`src/rtl/muldiv_hilo_sequencer_if.sv`:
```
// Execute-stage interface to the HI/LO multiply/divide sequencer.
// The pipeline side is the master; the sequencer is the slave.
interface muldiv_hilo_sequencer_if;
  logic        op_valid;
  logic [5:0]  funct;
  logic [31:0] operand_a;
  logic [31:0] operand_b;
  logic [31:0] hi_out;
  logic [31:0] lo_out;
  logic        busy;
  logic        stall;
  logic        done;

  modport master (
    output op_valid, funct, operand_a, operand_b,
    input  hi_out, lo_out, busy, stall, done
  );

  modport slave (
    input  op_valid, funct, operand_a, operand_b,
    output hi_out, lo_out, busy, stall, done
  );
endinterface

```
`src/rtl/muldiv_hilo_sequencer.sv`:
```
// HI/LO owner: iterative shift-add multiplier and restoring divider with pipeline stall.
// Optional macro MULDIV_FAST_MULT_EN: single-cycle combinational MULT/MULTU.
module muldiv_hilo_sequencer (
  input logic                    clk,
  input logic                    reset,
  muldiv_hilo_sequencer_if.slave bus
);

  localparam logic [5:0] F_MTHI = 6'b010001;
  localparam logic [5:0] F_MTLO = 6'b010011;

  typedef enum logic [1:0] {S_IDLE, S_CALC, S_FIX} state_t;

  state_t      r_state;
  logic [4:0]  r_count;
  logic        r_busy;
  logic        r_done;
  logic [31:0] r_hi;
  logic [31:0] r_lo;

  logic [31:0] r_a;
  logic [31:0] r_b;
  logic [31:0] r_acc_hi;
  logic [31:0] r_acc_lo;
  logic        r_is_div;
  logic        r_neg_q;
  logic        r_neg_r;
  logic        r_bzero;

  logic        w_is_md;
  logic        w_is_hilo;
  logic        w_signed;
  logic        w_accept;
  logic        w_acc_iter;
  logic [32:0] w_madd;
  logic [32:0] w_rshift;
  logic        w_ge;
  logic [31:0] w_dsub;
  logic [63:0] w_prod;
  logic [31:0] w_fix_hi;
  logic [31:0] w_fix_lo;

  function automatic logic [31:0] f_mag(input logic [31:0] v, input logic sgn);
    return (sgn && v[31]) ? (~v + 32'd1) : v;
  endfunction

  function automatic logic [31:0] f_neg32(input logic [31:0] v, input logic en);
    return en ? (~v + 32'd1) : v;
  endfunction

  function automatic logic [63:0] f_neg64(input logic [63:0] v, input logic en);
    return en ? (~v + 64'd1) : v;
  endfunction

  assign w_is_md   = (bus.funct[5:2] == 4'b0110);
  assign w_is_hilo = (bus.funct[5:2] == 4'b0100);
  assign w_signed  = ~bus.funct[0];
  assign w_accept  = bus.op_valid & w_is_md & (r_state == S_IDLE);

`ifdef MULDIV_FAST_MULT_EN
  logic               w_acc_fast;
  logic signed [63:0] w_sa;
  logic signed [63:0] w_sb;
  logic        [63:0] w_fast_prod;
  assign w_acc_iter  = w_accept & bus.funct[1];
  assign w_acc_fast  = w_accept & ~bus.funct[1];
  assign w_sa        = {{32{bus.operand_a[31] & w_signed}}, bus.operand_a};
  assign w_sb        = {{32{bus.operand_b[31] & w_signed}}, bus.operand_b};
  assign w_fast_prod = w_sa * w_sb;
`else
  assign w_acc_iter = w_accept;
`endif

  // One shift-add step: add multiplicand when the low multiplier bit is set, then shift right.
  assign w_madd   = {1'b0, r_acc_hi} + (r_acc_lo[0] ? {1'b0, r_b} : 33'd0);
  // One restoring step: shift the next dividend bit into the partial remainder and try a subtract.
  assign w_rshift = {r_acc_hi, r_acc_lo[31]};
  assign w_ge     = (w_rshift >= {1'b0, r_b});
  assign w_dsub   = w_rshift[31:0] - r_b;

  always_comb begin
    w_prod   = f_neg64({r_acc_hi, r_acc_lo}, r_neg_q);
    w_fix_hi = w_prod[63:32];
    w_fix_lo = w_prod[31:0];
    if (r_is_div) begin
      if (r_bzero) begin
        w_fix_hi = r_a;
        w_fix_lo = 32'hFFFF_FFFF;
      end else begin
        w_fix_hi = f_neg32(r_acc_hi, r_neg_r);
        w_fix_lo = f_neg32(r_acc_lo, r_neg_q);
      end
    end
  end

  // Working registers: loaded on accept, iterated during CALC, consumed in FIX.
  always_ff @(posedge clk) begin
    if (w_acc_iter) begin
      r_a      <= bus.operand_a;
      r_b      <= f_mag(bus.operand_b, w_signed);
      r_acc_hi <= 32'd0;
      r_acc_lo <= f_mag(bus.operand_a, w_signed);
      r_is_div <= bus.funct[1];
      r_neg_q  <= w_signed & (bus.operand_a[31] ^ bus.operand_b[31]);
      r_neg_r  <= w_signed & bus.operand_a[31];
      r_bzero  <= (bus.operand_b == 32'd0);
    end else if (r_state == S_CALC) begin
      if (r_is_div) begin
        r_acc_hi <= w_ge ? w_dsub : w_rshift[31:0];
        r_acc_lo <= {r_acc_lo[30:0], w_ge};
      end else begin
        {r_acc_hi, r_acc_lo} <= {w_madd, r_acc_lo[31:1]};
      end
    end
  end

  always_ff @(posedge clk) begin
    if (reset) begin
      r_state <= S_IDLE;
      r_count <= 5'd0;
      r_busy  <= 1'b0;
      r_done  <= 1'b0;
      r_hi    <= 32'd0;
      r_lo    <= 32'd0;
    end else begin
      r_done <= 1'b0;
      case (r_state)
        S_IDLE: begin
          if (w_acc_iter) begin
            r_state <= S_CALC;
            r_count <= 5'd0;
            r_busy  <= 1'b1;
`ifdef MULDIV_FAST_MULT_EN
          end else if (w_acc_fast) begin
            r_hi   <= w_fast_prod[63:32];
            r_lo   <= w_fast_prod[31:0];
            r_done <= 1'b1;
`endif
          end else if (bus.op_valid && bus.funct == F_MTHI) begin
            r_hi <= bus.operand_a;
          end else if (bus.op_valid && bus.funct == F_MTLO) begin
            r_lo <= bus.operand_a;
          end
        end
        S_CALC: begin
          r_count <= r_count + 5'd1;
          if (r_count == 5'd31) begin
            r_state <= S_FIX;
            r_done  <= 1'b1;
          end
        end
        S_FIX: begin
          r_hi    <= w_fix_hi;
          r_lo    <= w_fix_lo;
          r_busy  <= 1'b0;
          r_count <= 5'd0;
          r_state <= S_IDLE;
        end
        default: r_state <= S_IDLE;
      endcase
    end
  end

  assign bus.hi_out = r_hi;
  assign bus.lo_out = r_lo;
  assign bus.busy   = r_busy;
  assign bus.done   = r_done;
  assign bus.stall  = bus.op_valid & (w_is_md | w_is_hilo) & r_busy;

endmodule

```
`src/flat_wrapper.sv`:
```
// flat-port wrapper written by rule: the top's interface ports become plain ports
module muldiv_hilo_sequencer_flat 
  (clk, reset, bus_op_valid, bus_funct, bus_operand_a, bus_operand_b, bus_hi_out, bus_lo_out, bus_busy, bus_stall, bus_done);
  muldiv_hilo_sequencer_if bus_i ();
  input logic clk;
  input logic reset;
  input wire logic [$bits(bus_i.op_valid)-1:0] bus_op_valid;
  input wire logic [$bits(bus_i.funct)-1:0] bus_funct;
  input wire logic [$bits(bus_i.operand_a)-1:0] bus_operand_a;
  input wire logic [$bits(bus_i.operand_b)-1:0] bus_operand_b;
  output wire logic [$bits(bus_i.hi_out)-1:0] bus_hi_out;
  output wire logic [$bits(bus_i.lo_out)-1:0] bus_lo_out;
  output wire logic [$bits(bus_i.busy)-1:0] bus_busy;
  output wire logic [$bits(bus_i.stall)-1:0] bus_stall;
  output wire logic [$bits(bus_i.done)-1:0] bus_done;
  assign bus_i.op_valid = bus_op_valid;
  assign bus_i.funct = bus_funct;
  assign bus_i.operand_a = bus_operand_a;
  assign bus_i.operand_b = bus_operand_b;
  assign bus_hi_out = bus_i.hi_out;
  assign bus_lo_out = bus_i.lo_out;
  assign bus_busy = bus_i.busy;
  assign bus_stall = bus_i.stall;
  assign bus_done = bus_i.done;
  muldiv_hilo_sequencer u_core (.clk(clk), .reset(reset), .bus(bus_i));
endmodule
```
`config.mk`:
```
export PLATFORM = sky130hd
export DESIGN_NAME = muldiv_hilo_sequencer_flat
export DESIGN_NICKNAME = d
export VERILOG_FILES = /design/src/rtl/muldiv_hilo_sequencer_if.sv /design/src/rtl/muldiv_hilo_sequencer.sv /design/src/flat_wrapper.sv
export SDC_FILE = /design/constraint.sdc
export NUM_CORES = 1
export LEC_CHECK = 0
export ABC_AREA = 1
export CAP_MARGIN = 20
export CORE_MARGIN = 10
export CORE_UTILIZATION = 55
export CTS_BUF_LIST = sky130_fd_sc_hd__clkbuf_8
export DETAILED_ROUTE_END_ITERATION = 12
export HOLD_SLACK_MARGIN = 0.12
export PLACE_DENSITY_LB_ADDON = 0.3
export SLEW_MARGIN = 20
export SYNTH_ARGS = -nofsm -noshare
export SYNTH_HDL_FRONTEND = slang
export SYNTH_SLANG_ARGS = --single-unit
```
`constraint.sdc`:
```
create_clock -name clk -period 3.6 [get_ports clk]
set_input_delay 0.54 -clock clk [delete_from_list [all_inputs] [get_ports clk]]
set_output_delay 0.54 -clock clk [all_outputs]
set_load 0.01 [all_outputs]
```
==> After elaboration in Yosys (flattened, before gate mapping) <==
Index checks and enable logic that the tools add are counted.
{ "totals": {"register_bits": 205, "in_bits": 73, "output_inout_bits": 67, "elab_cells": 96} }
{ "classes": {"n_addsub": 8, "magnitude_cmp": 1, "n_eq_ne": 13, "mux": 30, "bitwise": 15, "n_reduce_logical": 15} }
{ "ops": {"columns": ["op", "n"], "rows": [
  ["2-to-1 mux 32 bit", 19],
  ["adder 32 x 1 -> 32 bit, second input constant", 4],
  ["inverter 32 bit", 4],
  ["case mux 32 bit (2 select lines)", 2],
  ["adder 64 x 1 -> 64 bit, second input constant", 1],
  ["2-to-1 mux 64 bit", 1],
  ["inverter 64 bit", 1],
  ["adder 32 x 33 -> 33 bit", 1],
  [">= comparator 33 x 32 -> 1 bit", 1],
  ["logical NOT 32 bit", 1],
  ["subtractor 32 bit", 1],
  ["case mux 5 bit (3 select lines)", 1],
  ["equality test 6 x 5 -> 1 bit, second input constant", 2],
  ["inequality test 2 bit, second input constant", 5],
  ["equality test 4 x 3 -> 1 bit, second input constant", 2],
  ["AND 1 bit", 6],
  ["AND reduction 2 bit", 3],
  ["adder 5 x 1 -> 5 bit, second input constant", 1],
  ["equality test 5 bit, second input constant", 1],
  ["2-to-1 mux 5 bit", 1],
  ["logical AND 1 bit", 4],
  ["2-to-1 mux 2 bit", 2],
  ["case mux 2 bit (2 select lines)", 1],
  ["AND reduction 4 bit", 1],
  ["other kinds (13)", 16]
]} }

==> Depth between registers and ports, before layout <==
{ "logic_depth": {"depth_word": 6, "ltp_mapped": 20, "ltp_nobuf": 18} }

==> Worst setup path after synthesis <==
OpenSTA, ideal clock, no wires.
{ "synth_path": {"kind": "in2reg", "startpoint": "input bus_funct[4]", "endpoint": "register u_core.r_acc_lo[3], data pin", "setup_ns": 0.360, "t_arrival_ns": 3.328, "required_time_ns": 3.240, "setup_slack_ns": -0.088, "cell_stages": 8, "n_path_buf": 1, "path_cell_list": "inv_1 > nor2_1 > nand4_1 > inv_1 > nand2_1 > clkinv_1 > clkbuf_1 > o22ai_1"} }
{ "synth_via": {"elab_chain_cells": 4} }
{ "synth_lines": {"columns": ["element", "line", "text"], "rows": [
  ["start: declaration", "flat_wrapper.sv:8", "input wire logic [$bits(bus_i.funct)-1:0] bus_funct;"],
  ["equality test 4 x 3 -> 1 bit", "muldiv_hilo_sequencer.sv:55", "assign w_is_md = (bus.funct[5:2] == 4'b0110);"],
  ["AND 1 bit (2 in a row)", "muldiv_hilo_sequencer.sv:58", "assign w_accept = bus.op_valid & w_is_md & (r_state == S_IDLE);"],
  ["named net u_core.w_acc_iter", "muldiv_hilo_sequencer.sv:34", "logic w_acc_iter;"],
  ["2-to-1 mux 32 bit", "muldiv_hilo_sequencer.sv:98", "if (w_acc_iter) begin"],
  ["end signal: assignment", "muldiv_hilo_sequencer.sv:102", "r_acc_lo <= f_mag(bus.operand_a, w_signed);"],
  ["end signal: assignment", "muldiv_hilo_sequencer.sv:110", "r_acc_lo <= {r_acc_lo[30:0], w_ge};"],
  ["end signal: assignment", "muldiv_hilo_sequencer.sv:112", "{r_acc_hi, r_acc_lo} <= {w_madd, r_acc_lo[31:1]};"],
  ["end: declaration", "muldiv_hilo_sequencer.sv:24", "logic [31:0] r_acc_lo;"]
]} }
The timed path passes the listed nets, and every way through them passes these cells.
A chain may end at the register's enable or synchronous reset.

==> Final worst setup path <==
{ "layout_path": {"startpoint": "register u_core.r_acc_lo[0]", "endpoint": "register u_core.r_acc_hi[12]"} }
{ "layout_via": {"elab_chain_cells": 3} }
{ "layout_lines": {"columns": ["element", "line", "text"], "rows": [
  ["2-to-1 mux 32 bit", "muldiv_hilo_sequencer.sv:75", "assign w_madd = {1'b0, r_acc_hi} + (r_acc_lo[0] ? {1'b0, r_b} : 33'd0);"],
  ["adder 32 x 33 -> 33 bit", "muldiv_hilo_sequencer.sv:75", null],
  ["2-to-1 mux 32 bit", "muldiv_hilo_sequencer.sv:108", "if (r_is_div) begin"],
  ["end signal: assignment", "muldiv_hilo_sequencer.sv:109", "r_acc_hi <= w_ge ? w_dsub : w_rshift[31:0];"],
  ["end signal: assignment", "muldiv_hilo_sequencer.sv:112", null],
  ["end: declaration", "muldiv_hilo_sequencer.sv:23", "logic [31:0] r_acc_hi;"]
]} }
Every way passes these cells.

==> flow_metrics.env <==
export IMPL_hold_violations=0
export IMPL_power_leakage_nw=10.4
export IMPL_fp_dieW_um=205
export IMPL_grt_first_pass_wirelength_um=122000
export IMPL_critPathTopFamily="simple AND/OR/NAND/NOR gates"
export IMPL_antenna_violating_nets_post_route=0
export IMPL_power_net_switching_w=0.00464
export IMPL_cts_setup_buffers=0
export IMPL_post_dp_cell_area_mm2=0.0208
export IMPL_port_buffer_count=139
export IMPL_final_min_period_over_clock_period_pct=83.8
export IMPL_slowest_stage="sky130_fd_sc_hd__a21oi_1"
export IMPL_grt_remaining_overflow=0
export IMPL_netlist_instances=3218
export IMPL_timing_final_setup_violations=0
export IMPL_pin_count=140
export IMPL_starting_density_of_the_core_pct=56.1
export IMPL_drc=0
export IMPL_holdCritPathClass="reg -> reg"
export IMPL_crit_path_end_kind="flop"
export IMPL_clock_tree_from_tritoncts="yes"
export IMPL_grt_start_max_net_pins=102
export IMPL_vias=23000
export IMPL_syn_area_per_cell_um2=5.88
export IMPL_tritoncts_num_sinks=205
export IMPL_floorplan_row_count=67
export IMPL_cell_internal_pwr_w=0.00545
export IMPL_synth_edff_count=100
export IMPL_final_design_area_no_fill_mm2=0.0217
export IMPL_ys_types=50
export IMPL_cts_reportedPaths_clkPinSlew_ns=0.07
export IMPL_post_cts_resize_count=0
export IMPL_worst_supply_voltage_drop_on_vdd_uv=299
export IMPL_p_clk_share_pct=25.9
export IMPL_swShare_pct=45.9
export IMPL_worst_clock_skew_ns=0.0379
export IMPL_grt_pass1_vias=21200
export IMPL_hold_worst_slack_ns=0.476
export IMPL_maxSlewViolCount=0
export IMPL_die_area_mm2=0.0422
export IMPL_layout_area_overhead_vs_synth_pct=14.9
export IMPL_clockRootBuffer="sky130_fd_sc_hd__clkbuf_8"
export IMPL_synth_ff_latch_count=205
export IMPL_worst_slew_pin_transition_ns=0.965
export IMPL_antenna_violations_before_repair=0
export IMPL_cts_max_level=2
export IMPL_timing_final_crit_period_ns=3.02
export IMPL_worstPathCellList="buf_4 > nand2_1 > inv_1 > ha_1 > nand2_1 > inv_1 > a21oi_1 > nand3_1 > nand2_1 > nand2_1 > o21ai_0 > nand3_1 > nand2_1 > nand2_1"
export IMPL_insertion_delay_ns=0.59
export IMPL_num_fill_cells=3160
export IMPL_cpPeakStageDelay_ns=0.41
export IMPL_top_fanout_value_on_the_critical_path=14
export IMPL_power_frac_comb_pct=45.1
export IMPL_relSlewSlack_pct=35.7
export IMPL_rsz0062_at_grt="false"
export IMPL_post_route_cells_drive_above_1_share_pct=4.84
export IMPL_setup_worst_path_start_class="flop"
export IMPL_length_of_the_first_detailed_routing_pass_in_iterations=7
export IMPL_worst_path_most_repeated_cell="sky130_fd_sc_hd__nand2_1"
export IMPL_place_congestion=1.09
export IMPL_syn_num_nets=3363
export IMPL_global_route_usage_total_pct=37.1
export IMPL_post_dp_hpwl_um=62300
export IMPL_pwr_share_seq_pct=29.0
export IMPL_antenna_diode_count=0
export IMPL_status="finished clean"
export IMPL_vias_per_cell=6.02
export IMPL_wire_per_inst_um=21.2
export IMPL_cts_hold_fix_buffers=0
export IMPL_tritoncts_num_buffers=39
export IMPL_dieHeight_um=205
export IMPL_mappedNetlistArea_mm2=0.0189
export IMPL_timing_fmax_mhz=332
export IMPL_drt_iter0_drc=3936
export IMPL_coreArea_mm2=0.0337
export IMPL_yosys_warnings=0
export IMPL_nNetsFinal=3483
export IMPL_powerDensity_mw_per_mm2=464
export IMPL_worst_setup_path_type="reg -> reg"
export IMPL_routed_wl_um=81000
export IMPL_cp_required_ns=4.07
export IMPL_worstPathBufferInverterCount=3
export IMPL_cts_buffer_depth=3
export IMPL_synth_top_flop_cell="sky130_fd_sc_hd__dfxtp_1"
export IMPL_critPathArrivalTime_ns=3.49
export IMPL_synth_yosys_seq_area_share_pct=27.0
export IMPL_synth_async_sr_flop_share_pct=0
export IMPL_timing_max_cap_violations=0
export IMPL_setup_tns_ns=0
[worst reg2reg max path, stage by stage, from the launching register on]
cell and delay (ns):
sky130_fd_sc_hd__edfxtp_1 0.39, sky130_fd_sc_hd__buf_4 0.20, sky130_fd_sc_hd__nand2_1 0.09, sky130_fd_sc_hd__inv_1 0.05, sky130_fd_sc_hd__ha_1 0.35, sky130_fd_sc_hd__nand2_1 0.14, sky130_fd_sc_hd__inv_1 0.05, sky130_fd_sc_hd__a21oi_1 0.41
sky130_fd_sc_hd__nand3_1 0.39, sky130_fd_sc_hd__nand2_1 0.14, sky130_fd_sc_hd__nand2_1 0.13, sky130_fd_sc_hd__o21ai_0 0.34, sky130_fd_sc_hd__nand3_1 0.12, sky130_fd_sc_hd__nand2_1 0.07, sky130_fd_sc_hd__nand2_1 0.05
[worst paths after layout]
path | cells after the start | from | endpoint | slack (ns)
worst max-delay path | 14 | u_core.r_acc_lo[0] | u_core.r_acc_hi[12] | 0.58
worst min-delay path | 2 | u_core.bus.lo_out[3] | u_core.bus.lo_out[3] | 0.48
worst max register to register | 14 | u_core.r_acc_lo[0] | u_core.r_acc_hi[12] | 0.58
worst min register to register | 2 | u_core.bus.lo_out[3] | u_core.bus.lo_out[3] | 0.48
[flip-flops by register name, summed over array words and instances, names as in the netlist, 2 cells and up]
register	flops
u_core.bus.hi_out	32
u_core.r_acc_hi	32
u_core.bus.lo_out	32
u_core.r_b	32
u_core.r_acc_lo	32
u_core.r_a	32
u_core.r_count	5
u_core.r_state	2
[layout by cell type (no fill, tap or decap), drive strengths merged, types with 7 or more instances in the layout]
cell / n
nand2: 992
inv: 452
nor2: 451
o21ai: 293
nand3: 220
a21oi: 207
clkdlybuf4s50: 139
dfxtp: 105
edfxtp: 100
ha: 70
xor2: 57
clkbuf: 50
buf: 49
nand4: 48
nor3: 44
xnor2: 15
a31oi: 11
o21bai: 9
o31ai: 8
nand3b: 7
[area by class of cell]
cell class,count,area [um^2],area share (%)
timing repair buffer,188,1820,8.36
inverter,440,1650,7.61
multi-input combinational,2464,11700,54.0
tap,448,561,2.58
clock inverter,21,174,0.800
clock buffer,50,688,3.17
sequential,205,5100,23.5
[routing by layer]
metal	GRT usage [%]	vias to the layer above	wire [um]
li1	-	10600	-
met1	51.3	10300	31900
met2	52.6	1877	32300
met3	11.3	241	13300
met4	14.8	0	3470
met5	0	-	0
[stage by stage]
stage | setup slack [ns] | cells | power (W) | utilization, %
floorplan | 1.07 | 3218 | 0.00567 | -
global placement | 0.591 | 3744 | 0.00724 | 61.9
detailed placement | 0.394 | 3744 | 0.00726 | 61.9
CTS | 0.776 | 3815 | 0.00984 | 64.4
global route | 0.409 | 3816 | 0.0105 | 64.5
finish | 0.584 | 3816 | 0.0101 | 64.5
[kinds of logic after synthesis]
group	synth area share (%)
xor gates and xnor gates	3.33
DFF	27.0
adders and majority gates	4.84
AOI/OAI and AO/OA	15.2
buffers and inverters	11.1
and+or+nand+nor	38.5
[cells in the mapped netlist, types with 9 or more instances]
| cell type | number | area [um^2] |
|---|---|---|
| sky130_fd_sc_hd__dfxtp_1 | 105 | 2100 |
| sky130_fd_sc_hd__nand2_1 | 984 | 3690 |
| sky130_fd_sc_hd__clkbuf_1 | 86 | 323 |
| sky130_fd_sc_hd__a21oi_1 | 204 | 1020 |
| sky130_fd_sc_hd__inv_1 | 432 | 1620 |
| sky130_fd_sc_hd__a31oi_1 | 11 | 68.8 |
| sky130_fd_sc_hd__nand3_1 | 218 | 1090 |
| sky130_fd_sc_hd__o21ai_2 | 9 | 78.8 |
| sky130_fd_sc_hd__xnor2_1 | 15 | 131 |
| sky130_fd_sc_hd__nor3_1 | 41 | 205 |
| sky130_fd_sc_hd__edfxtp_1 | 100 | 3000 |
| sky130_fd_sc_hd__buf_1 | 13 | 48.8 |
| sky130_fd_sc_hd__ha_1 | 70 | 876 |
| sky130_fd_sc_hd__o21ai_0 | 272 | 1360 |
| sky130_fd_sc_hd__o21ai_1 | 12 | 60.1 |
| sky130_fd_sc_hd__nor2_1 | 439 | 1650 |
| sky130_fd_sc_hd__nand4_1 | 48 | 300 |
| sky130_fd_sc_hd__xor2_1 | 57 | 499 |
[power by group through the flow]
stage / registers [W] / logic, W / clock network, W
finish: 0.00293 / 0.00455 / 0.00262
global route: 0.00292 / 0.00492 / 0.00269
CTS: 0.00290 / 0.00435 / 0.00259
detailed placement: 0.00294 / 0.00432 / 0
global placement: 0.00294 / 0.00430 / 0
floorplan: 0.00285 / 0.00282 / 0
Note: power is estimated with default switching activity, not from simulation.
